[config.mk]
export PLATFORM = sky130hd
export DESIGN_NAME = ball_sequencer_flat
export DESIGN_NICKNAME = d
export VERILOG_FILES = /design/src/rtl/ponk_pkg.sv /design/src/rtl/ball_sequencer_if.sv /design/src/rtl/paddle_deflect.sv /design/src/rtl/ball_sequencer.sv /design/src/flat_wrapper.sv
export SDC_FILE = /design/constraint.sdc
export NUM_CORES = 1
export LEC_CHECK = 0
export BUFFER_PORTS_ARGS = -buffer_cell sky130_fd_sc_hd__buf_4
export CAP_MARGIN = 20
export CORE_MARGIN = 2
export CORE_UTILIZATION = 49
export DETAILED_ROUTE_END_ITERATION = 16
export GPL_TIMING_DRIVEN = 0
export PLACE_DENSITY = 0.7
export SLEW_MARGIN = 20
export SYNTH_ARGS = -nofsm -noshare
export SYNTH_HDL_FRONTEND = slang
export SYNTH_SLANG_ARGS = --single-unit
[constraint.sdc]
create_clock -name clk -period 4.9 [get_ports clk]
set_input_delay 0.98 -clock clk [delete_from_list [all_inputs] [get_ports clk]]
set_output_delay 0.98 -clock clk [all_outputs]
set_load 0.1 [all_outputs]
[src/rtl/ponk_pkg.sv]
// Playfield geometry, ball/paddle constants and the sequencer state type
// shared by the ball sequencer and its deflection helper.
package ponk_pkg;

  localparam logic [9:0] FIELD_H   = 10'd480;
  localparam logic [9:0] BALL_SZ   = 10'd8;
  localparam logic [9:0] PADDLE_H  = 10'd64;
  localparam logic [9:0] PADDLE_W  = 10'd8;
  localparam logic [9:0] LPADDLE_X = 10'd16;
  localparam logic [9:0] RPADDLE_X = 10'd616;
  localparam logic [9:0] CX        = 10'd316;
  localparam logic [9:0] CY        = 10'd236;
  localparam logic [9:0] VX        = 10'd4;
  localparam logic [2:0] VY_MAX    = 3'd7;

  // Derived positions: paddle faces the ball is clamped to, right miss line, floor
  localparam logic [9:0] LFACE_X   = LPADDLE_X + PADDLE_W;
  localparam logic [9:0] RFACE_X   = RPADDLE_X - BALL_SZ;
  localparam logic [9:0] RMISS_X   = RPADDLE_X + PADDLE_W - VX;
  localparam logic [9:0] Y_BOTTOM  = FIELD_H - BALL_SZ;

  typedef enum logic [2:0] {
    S_IDLE = 3'd0,
    S_WAIT = 3'd1,
    S_MOVE = 3'd2,
    S_WALL = 3'd3,
    S_PAD  = 3'd4
  } state_e;

  function automatic logic [10:0] ext11(input logic [9:0] v);
    return {1'b0, v};
  endfunction

endpackage

[src/rtl/ball_sequencer_if.sv]
// Control inputs and ball/score outputs of the ball sequencer.
interface ball_sequencer_if;

  logic       frame_tick;
  logic       serve;
  logic [9:0] lpaddle_y;
  logic [9:0] rpaddle_y;
  logic [9:0] ball_x;
  logic [9:0] ball_y;
  logic [9:0] deflect;
  logic       goal_l;
  logic       goal_r;
  logic       busy;

  modport master (
    output frame_tick, serve, lpaddle_y, rpaddle_y,
    input  ball_x, ball_y, deflect, goal_l, goal_r, busy
  );

  modport slave (
    input  frame_tick, serve, lpaddle_y, rpaddle_y,
    output ball_x, ball_y, deflect, goal_l, goal_r, busy
  );

endinterface

[src/rtl/paddle_deflect.sv]
// Offset of the ball centre from a paddle centre, returned as sign+magnitude
// together with the resulting vertical speed (up flag and clamped magnitude).
module paddle_deflect
  import ponk_pkg::*;
(
  input  logic [9:0] ball_y_i,
  input  logic [9:0] paddle_y_i,
  output logic [9:0] deflect_o,
  output logic       vy_up_o,
  output logic [2:0] vy_mag_o
);

  logic [9:0] offset_s;
  logic [8:0] mag_s;
  logic [8:0] mag_div_s;

  assign offset_s = (ball_y_i + (BALL_SZ >> 1)) - (paddle_y_i + (PADDLE_H >> 1));

  // Magnitude of the two's complement offset and its clamped speed
  always_comb begin
    mag_s = offset_s[8:0];
    if (offset_s[9]) begin
      mag_s = 9'd0 - offset_s[8:0];
    end else begin
      mag_s = offset_s[8:0];
    end
    mag_div_s = mag_s >> 2;
    if (mag_div_s > {6'd0, VY_MAX}) begin
      vy_mag_o = VY_MAX;
    end else begin
      vy_mag_o = mag_div_s[2:0];
    end
  end

  assign deflect_o = {offset_s[9], mag_s};
  assign vy_up_o   = offset_s[9];

endmodule

[src/rtl/ball_sequencer.sv]
// Pong ball sequencer: per frame tick the ball is moved, bounced off the walls
// and tested against the paddle on its side of travel (MOVE -> WALL -> PAD).
module ball_sequencer
  import ponk_pkg::*;
(
  input  logic            clk,
  input  logic            reset_n,
  ball_sequencer_if.slave bus
);

  state_e      state_q, state_d;
  logic [9:0]  ball_x_q, ball_x_d;
  logic [10:0] ball_y_q, ball_y_d;   // bit 10 flags a borrow past the top wall
  logic [2:0]  vy_q, vy_d;
  logic        vy_up_q, vy_up_d;
  logic        right_q, right_d;
  logic        serve_right_q, serve_right_d;
  logic [9:0]  deflect_q, deflect_d;
  logic        goal_l_q, goal_l_d;
  logic        goal_r_q, goal_r_d;
  logic        busy_q, busy_d;

  logic [9:0]  pad_y_s;
  logic [9:0]  pd_deflect_s;
  logic        pd_up_s;
  logic [2:0]  pd_mag_s;
  logic        overlap_s;
  logic        side_s;
  logic        hit_s;

  assign pad_y_s = right_q ? bus.rpaddle_y : bus.lpaddle_y;

  paddle_deflect u_deflect (
    .ball_y_i   (ball_y_q[9:0]),
    .paddle_y_i (pad_y_s),
    .deflect_o  (pd_deflect_s),
    .vy_up_o    (pd_up_s),
    .vy_mag_o   (pd_mag_s)
  );

  assign overlap_s = ((ball_y_q + ext11(BALL_SZ)) > ext11(pad_y_s)) &&
                     (ball_y_q < (ext11(pad_y_s) + ext11(PADDLE_H)));
  assign side_s    = right_q ? ((ext11(ball_x_q) + ext11(BALL_SZ)) >= ext11(RPADDLE_X))
                             : (ball_x_q <= LFACE_X);
  assign hit_s     = overlap_s && side_s;

  // Next-state and datapath update for the frame sequence
  always_comb begin
    state_d       = state_q;
    ball_x_d      = ball_x_q;
    ball_y_d      = ball_y_q;
    vy_d          = vy_q;
    vy_up_d       = vy_up_q;
    right_d       = right_q;
    serve_right_d = serve_right_q;
    deflect_d     = deflect_q;
    goal_l_d      = 1'b0;
    goal_r_d      = 1'b0;
    case (state_q)
      S_IDLE: begin
        ball_x_d = CX;
        ball_y_d = ext11(CY);
        vy_d     = 3'd0;
        vy_up_d  = 1'b0;
        if (bus.serve) begin
          state_d       = S_WAIT;
          right_d       = serve_right_q;
          serve_right_d = ~serve_right_q;
        end else begin
          state_d = S_IDLE;
        end
      end
      S_WAIT: begin
        if (bus.frame_tick) begin
          state_d = S_MOVE;
        end else begin
          state_d = S_WAIT;
        end
      end
      S_MOVE: begin
        if ((!right_q && (ball_x_q < VX)) || (right_q && (ball_x_q > RMISS_X))) begin
          goal_r_d = ~right_q;
          goal_l_d = right_q;
          state_d  = S_IDLE;
          ball_x_d = CX;
          ball_y_d = ext11(CY);
          vy_d     = 3'd0;
          vy_up_d  = 1'b0;
        end else begin
          ball_x_d = right_q ? (ball_x_q + VX) : (ball_x_q - VX);
          ball_y_d = vy_up_q ? (ball_y_q - {8'd0, vy_q}) : (ball_y_q + {8'd0, vy_q});
          state_d  = S_WALL;
        end
      end
      S_WALL: begin
        if (vy_up_q && (ball_y_q[10] || (ball_y_q == 11'd0))) begin
          ball_y_d = 11'd0;
          vy_up_d  = 1'b0;
        end else if (!vy_up_q && (ball_y_q >= ext11(Y_BOTTOM))) begin
          ball_y_d = ext11(Y_BOTTOM);
          vy_up_d  = 1'b1;
        end else begin
          ball_y_d = ball_y_q;
        end
        state_d = S_PAD;
      end
      S_PAD: begin
        if (hit_s) begin
          deflect_d = pd_deflect_s;
          vy_up_d   = pd_up_s;
          vy_d      = pd_mag_s;
          right_d   = ~right_q;
          ball_x_d  = right_q ? RFACE_X : LFACE_X;
        end else begin
          deflect_d = deflect_q;
        end
        state_d = S_WAIT;
      end
      default: begin
        state_d = S_IDLE;
      end
    endcase
    busy_d = (state_d == S_MOVE) || (state_d == S_WALL) || (state_d == S_PAD);
  end

  // Sequencer state and registered outputs
  always_ff @(posedge clk or negedge reset_n) begin
    if (!reset_n) begin
      state_q       <= S_IDLE;
      ball_x_q      <= CX;
      ball_y_q      <= ext11(CY);
      vy_q          <= 3'd0;
      vy_up_q       <= 1'b0;
      right_q       <= 1'b0;
      serve_right_q <= 1'b0;
      deflect_q     <= 10'd0;
      goal_l_q      <= 1'b0;
      goal_r_q      <= 1'b0;
      busy_q        <= 1'b0;
    end else begin
      state_q       <= state_d;
      ball_x_q      <= ball_x_d;
      ball_y_q      <= ball_y_d;
      vy_q          <= vy_d;
      vy_up_q       <= vy_up_d;
      right_q       <= right_d;
      serve_right_q <= serve_right_d;
      deflect_q     <= deflect_d;
      goal_l_q      <= goal_l_d;
      goal_r_q      <= goal_r_d;
      busy_q        <= busy_d;
    end
  end

  assign bus.ball_x  = ball_x_q;
  assign bus.ball_y  = ball_y_q[9:0];
  assign bus.deflect = deflect_q;
  assign bus.goal_l  = goal_l_q;
  assign bus.goal_r  = goal_r_q;
  assign bus.busy    = busy_q;

endmodule

[src/flat_wrapper.sv]
// flat-port wrapper written by rule: the top's interface ports become plain ports
module ball_sequencer_flat import ponk_pkg::*;
  (clk, reset_n, bus_frame_tick, bus_serve, bus_lpaddle_y, bus_rpaddle_y, bus_ball_x, bus_ball_y, bus_deflect, bus_goal_l, bus_goal_r, bus_busy);
  ball_sequencer_if bus_i ();
  input  logic clk;
  input  logic reset_n;
  input wire logic [$bits(bus_i.frame_tick)-1:0] bus_frame_tick;
  input wire logic [$bits(bus_i.serve)-1:0] bus_serve;
  input wire logic [$bits(bus_i.lpaddle_y)-1:0] bus_lpaddle_y;
  input wire logic [$bits(bus_i.rpaddle_y)-1:0] bus_rpaddle_y;
  output wire logic [$bits(bus_i.ball_x)-1:0] bus_ball_x;
  output wire logic [$bits(bus_i.ball_y)-1:0] bus_ball_y;
  output wire logic [$bits(bus_i.deflect)-1:0] bus_deflect;
  output wire logic [$bits(bus_i.goal_l)-1:0] bus_goal_l;
  output wire logic [$bits(bus_i.goal_r)-1:0] bus_goal_r;
  output wire logic [$bits(bus_i.busy)-1:0] bus_busy;
  assign bus_i.frame_tick = bus_frame_tick;
  assign bus_i.serve = bus_serve;
  assign bus_i.lpaddle_y = bus_lpaddle_y;
  assign bus_i.rpaddle_y = bus_rpaddle_y;
  assign bus_ball_x = bus_i.ball_x;
  assign bus_ball_y = bus_i.ball_y;
  assign bus_deflect = bus_i.deflect;
  assign bus_goal_l = bus_i.goal_l;
  assign bus_goal_r = bus_i.goal_r;
  assign bus_busy = bus_i.busy;
  ball_sequencer u_core (.clk(clk), .reset_n(reset_n), .bus(bus_i));
endmodule
==> impl_metrics.py, run 1 <==
metrics = {
    "placement": {
        "place_congestion": 0.891,
        "port_buffers": 54,
        "dp_hpwl_microns": 8270,
    },
    "timing": {
        "hold_viol": 0,
        "finalSetupTns_ns": 0,
        "fmax_mhz": 237,
        "period_share": 0.862,
        "fin_skew_ns": 0.00575,
        "rsz0062_at_grt": "no",
        "min_period_ns": 4.22,
        "tightest_slew_ns": 0.761,
        "final-setup-viol-count": 0,
        "max_slew_margin": 0.488,
        "report.final.slew_viol_count": 0,
    },
    "worst_hold_path": {
        "hold_path_startpoint": "u_core.bus.deflect[3]",
        "whs_endpoint": "u_core.bus.deflect[3]",
        "whs_path_depth": 2,
        "hold_class": "register to register",
    },
    "die": {
        "initial_core_util": 0.503,
        "row_count": 33,
        "die_w_microns": 95.6,
        "die_y_microns": 95.6,
        "die_area_sq_mm": 0.00915,
        "pin_count": 57,
        "core_sq_mm": 0.00818,
    },
    "global_routing": {
        "grt_pass1_vias": 3570,
        "grt_pass1_wl_microns": 17100,
        "grt.overflow.total": 0,
        "grt_start_max_net_pins": 42,
        "grt_usage": 0.238,
        "antenna_found_initial": 0,
    },
    "cts": {
        "cts_buffers": 5,
        "clk_latency_ns": 0.30,
        "cts.path.max_buffers": 2,
        "htree_num_levels": 2,
        "cts_hold_buf": 0,
        "path_clk_slew_ns": 0.09,
        "post-cts-setup-buffers": 0,
        "cts_tree": "built",
        "ctsResizeCount": 1,
        "cts_sinks": 41,
        "root_buffer": "clkbuf_8",
    },
    "critical_path": {
        "r2r_cells": 14,
        "crit_required_ns": 5.08,
        "cp_max_fo": 18,
        "reg2reg_from": "u_core.right_q",
        "slowest_delay_ns": 0.57,
        "arrival_ns": 4.40,
        "crit_family": "compound AO/OA/AOI/OAI gates",
        "worstSetupEndpointType": "register",
        "path_cells": "buf_6, buf_2, mux2i_1, inv_1, ha_1, fa_1, nor2b_1, o211ai_2, o2111a_1, a211oi_1, nand3_1, nor3b_1, a211oi_2, o211ai_1",
        "rrSetupSlack_ns": 0.68,
        "start_kind": "register",
        "timing.rr.end": "u_core.vy_q[2]",
        "setup.worst_path.class": "register to register",
        "cp_slowest_cell": "a211oi_1",
        "cp_num_buf_inv": 3,
    },
    "flow_run": {
        "cap_violations": 0,
    },
    "logic_synthesis": {
        "syn_inst": 483,
        "ys_types": 73,
        "ys_warn_count": 0,
        "synth_largest_area_cell": "dfrtp_1",
        "yosysTopAreaCellShare": 0.189,
        "yosys-top-cells-area": "dfrtp_1, ha_1, dfstp_2",
        "syn_area_sq_mm": 0.00411,
        "synth-edff-count": 0,
        "ys_ff_latch": 41,
        "synth_top_flop_cell": "dfrtp_1",
        "synth_seq_area_share": 0.252,
        "avgSynthCellArea_sq_um": 8.52,
        "ys_async_sr_fraction": 1.00,
    },
    "detailed_routing": {
        "wirelength_microns": 10500,
        "drtIter0Drc": 159,
        "first_pass_iters": 4,
        "num_vias": 3693,
        "routed_via_density": 5.68,
        "routedWlPerCell_microns": 16.1,
        "antenna_left": 0,
        "drc": 0,
    },
    "final_layout": {
        "n_antenna_cell": 0,
        "nets": 620,
        "drive_gt1_frac": 0.204,
        "area_growth_pct": 16.1,
    },
    "status": {
        "outcome": "finished clean",
    },
}
[stage by stage]
step | cell area (sq um) | worst slack, ns | hold slack (ns) | util | cells
after floorplan | 4120 | 0.993 | 0.447 | - | 484
final | 4780 | 0.677 | 0.484 | 0.584 | 650
after detailed placement | 4650 | -0.0568 | 0.468 | 0.569 | 643
after global routing | 4780 | 0.401 | 0.508 | 0.584 | 650
after CTS | 4770 | 0.160 | 0.491 | 0.584 | 651
after global placement | 4650 | 0.0343 | 0.462 | 0.569 | 643
[worst reg2reg max path: cells and delay by family, from the launching register on]
family,cells,cell delay [ns]
AOI/OAI and AO/OA,5,1.29
adders and majority gates,2,0.83
buffers and inverters,3,0.63
and+or+nand+nor,3,0.59
muxes,1,0.40
DFF,1,0.35
[synth_stat cells (5+ instances only)]
library cell  instances
nor3_1                9
dfrtp_1              31
and3_1                7
buf_2                 5
dfstp_2              10
o21ai_0              35
a21oi_1              20
buf_4                13
and2_1                7
clkbuf_1              7
a211oi_1              7
ha_1                 48
xnor2_1              18
nand2_1              41
xor2_1               11
nor2b_1               8
mux2i_1              13
a31oi_1               5
or3_1                 6
o22ai_1               5
nand3_1              14
a21o_1               11
nor2_1               21
and3b_1               5
nor4_1                5
inv_1                44
o211ai_1              6
[worst max-delay path by stage]
stage                              start             end  slack, ns  cells after the start
after floorplan           u_core.right_q  u_core.vy_q[0]       0.99                     17
after global placement    u_core.right_q  u_core.vy_q[2]       0.03                     17
after detailed placement  u_core.right_q  u_core.vy_q[1]      -0.06                     15
after CTS                 u_core.right_q  u_core.vy_q[2]       0.16                     15
after global routing      u_core.right_q  u_core.vy_q[2]       0.40                     14
final                     u_core.right_q  u_core.vy_q[2]       0.68                     14
[routing by layer]
metal	GRT usage	vias up	routed length [microns]
li1	-	1835	-
met1	0.325	1759	4930
met2	0.400	85	5020
met3	0.0285	14	354
met4	0.0595	0	166
met5	0	-	0
[flip-flops by register name, indices dropped and copies added (netlist names)]
| name | flops |
|---|---|
| u_core.ball_y_q | 11 |
| u_core.bus.deflect | 10 |
| u_core.bus.ball_x | 8 |
| u_core.state_q | 3 |
| u_core.vy_q | 3 |
| u_core.bus.busy | 1 |
| u_core.bus.goal_l | 1 |
| u_core.bus.goal_r | 1 |
| u_core.right_q | 1 |
| u_core.serve_right_q | 1 |
| u_core.vy_up_q | 1 |
[final cells by class]
| cell class | count | area [sq um] |
|---|---|---|
| Inverter | 44 | 165 |
| Multi-Input combinational cell | 372 | 2760 |
| Tap cell | 105 | 131 |
| Timing Repair Buffer | 54 | 405 |
| Sequential cell | 41 | 1040 |
| Fill cell | 800 | 3400 |
| Clock inverter | 1 | 30.0 |
| Clock buffer | 7 | 86.3 |
| Buffer | 26 | 161 |
[cells in the final DEF (no fill, tap or decap), types with 11 or more instances in the layout]
cell / n
xnor2_1: 17
nor2_1: 21
xor2_1: 11
o21ai_0: 35
a21o_1: 11
nand3_1: 14
ha_1: 48
nand2_1: 41
mux2i_1: 13
inv_1: 44
a21oi_1: 20
buf_4: 67
dfrtp_1: 31
[cells by family after synthesis]
logic type      after synthesis  synth area share
simple gates                146             0.191
compound gates              126             0.204
buf+inv                      71            0.0800
fa+ha+maj                    52             0.165
flops                        41             0.252
xor+xnor                     30            0.0657
mux                          16            0.0404
other cells                   1          0.000912
Power of run 1 is left out: the tool's default activity adds up to more than one toggle a clock period on the data nets, which glitch-free logic cannot reach.
==> inputs of run 2 (changes only) <==
Settings changed: PLACE_DENSITY 0.7 to unset, PLACE_DENSITY_LB_ADDON set to 0.05, SKIP_CTS_REPAIR_TIMING set to 1.
==> run 2 against run 1 <==
  * Non-clock buffer count unchanged
  * Clock-buffer cell count down 2
  * Die area unchanged
  * Routed wire length up 0.18%
  * Final area up 0.55%
  * Global-route usage up 0.37 points
  * Sequential cell count unchanged
  * First-iteration DRC count up 50%
  * Critical path depth up 3
  * Sequential share of layout area down 0.12 points
  * Utilization up 0.32 points
  * Clock skew up 0.0037 ns
  * Critical path type unchanged
==> impl_metrics.py, run 2 (synthesis results as in run 1) <==
metrics = {
    "final_layout": {
        "mostFrequentLayoutCell": "buf_4",
        "area_growth_pct": 16.7,
        "stdcell_area_sq_mm": 0.00480,
        "fill_cells": 774,
        "largest_register_ffs": 11,
        "drive_gt1_frac": 0.207,
        "mostFrequentLayoutCells": "buf_4, ha_1, inv_1",
        "nets": 620,
        "n_antenna_cell": 0,
        "regMostFlops": "u_core.ball_y_q",
    },
    "timing": {
        "finalSetupTns_ns": 0,
        "fin_skew_ns": 0.00945,
        "rsz0062_at_grt": "no",
        "fmax_mhz": 246,
        "min_period_ns": 4.07,
        "report.final.slew_viol_count": 0,
        "period_share": 0.831,
        "tightest_slew_ns": 0.758,
        "final-setup-viol-count": 0,
        "hold_viol": 0,
        "max_slew_margin": 0.490,
    },
    "detailed_routing": {
        "num_vias": 3692,
        "routed_via_density": 5.68,
        "wirelength_microns": 10500,
        "drc": 0,
        "antenna_left": 0,
        "first_pass_iters": 5,
        "routedWlPerCell_microns": 16.1,
        "drtIter0Drc": 238,
    },
    "die": {
        "pin_count": 57,
        "core_sq_mm": 0.00818,
        "initial_core_util": 0.503,
        "row_count": 33,
        "die_w_microns": 95.6,
        "die_y_microns": 95.6,
        "die_area_sq_mm": 0.00915,
    },
    "placement": {
        "port_buffers": 54,
        "dp_hpwl_microns": 8340,
        "post_dp_cell_area_sq_mm": 0.00465,
        "place_congestion": 0.832,
    },
    "cts": {
        "cts.path.max_buffers": 2,
        "cts_tree": "built",
        "cts_sinks": 41,
        "root_buffer": "clkbuf_8",
        "clk_latency_ns": 0.30,
        "htree_num_levels": 2,
        "path_clk_slew_ns": 0.09,
        "cts_buffers": 5,
    },
    "critical_path": {
        "arrival_ns": 4.25,
        "setup.worst_path.class": "register to register",
        "start_kind": "register",
        "cp_max_fo": 18,
        "cp_num_buf_inv": 5,
        "worstSetupEndpointType": "register",
        "slowest_delay_ns": 0.40,
        "crit_required_ns": 5.08,
        "cp_slowest_cell": "mux2_2",
        "path_cells": "buf_6, clkbuf_2, mux2_2, ha_1, inv_1, ha_1, inv_1, fa_1, nor2b_1, o211ai_2, o21ai_1, a31oi_2, xor2_1, buf_2, o211ai_1, a211oi_2, o211ai_1",
        "crit_family": "compound AO/OA/AOI/OAI gates",
    },
    "global_routing": {
        "grt.overflow.total": 0,
        "grt_start_max_net_pins": 42,
        "grt_pass1_wl_microns": 17200,
        "grt_pass1_vias": 3484,
        "antenna_found_initial": 0,
        "grt_usage": 0.242,
    },
    "status": {
        "outcome": "finished clean",
    },
    "worst_hold_path": {
        "hold_class": "register to register",
    },
    "flow_run": {
        "cap_violations": 0,
    },
}
-- run 2: final timing paths --
check	from	end	slack, ns	cells after the start
max	u_core.right_q	u_core.vy_q[1]	0.83	17
min	u_core.serve_right_q	u_core.serve_right_q	0.48	1
max reg2reg	u_core.right_q	u_core.vy_q[1]	0.83	17
min reg2reg	u_core.serve_right_q	u_core.serve_right_q	0.48	1
max in group asynchronous	reset_n	u_core.bus.ball_x[5]	3.85	1
min in group asynchronous	reset_n	u_core.ball_y_q[9]	0.66	1
-- run 2: layout make-up --
type | instances | area (sq um) | share of cell area
clock buffers | 5 | 68.8 | 0.0143
clock inverters | 3 | 68.8 | 0.0143
inverters | 44 | 165 | 0.0344
flip-flops and latches | 41 | 1040 | 0.216
multi-input cells | 372 | 2760 | 0.575
well taps | 105 | 131 | 0.0274
plain buffers | 26 | 161 | 0.0336
repair buffers | 54 | 405 | 0.0844
-- run 2: layer usage --
layer | track usage | part of all wire | vias up
met5 | 0 | 0 | -
met4 | 0.0560 | 0.014 | 0
met3 | 0.0308 | 0.043 | 13
met2 | 0.408 | 0.49 | 95
met1 | 0.329 | 0.46 | 1755
li1 | - | - | 1829
-- run 2: metrics by stage --
step | util | setup slack, ns | instances | hold WS, ns
CTS | 0.586 | -0.112 | 651 | 0.487
floorplan | - | 0.993 | 484 | 0.447
finish | 0.587 | 0.829 | 650 | 0.478
global route | 0.587 | 0.486 | 650 | 0.494
global placement | 0.569 | -0.0464 | 643 | 0.462
detailed placement | 0.569 | -0.0876 | 643 | 0.472
-- run 2: worst register-to-register path: cells and delay by family (launching register included) --
family                     cells  cell delay [ns]
and+or+nand+nor                1             0.21
xor gates and xnor gates       1             0.23
AOI/OAI and AO/OA              6             1.06
muxes                          1             0.40
buffers and inverters          5             0.94
adders and majority gates      3             0.76
DFF                            1             0.35
Power of run 2 is left out for the same reason.
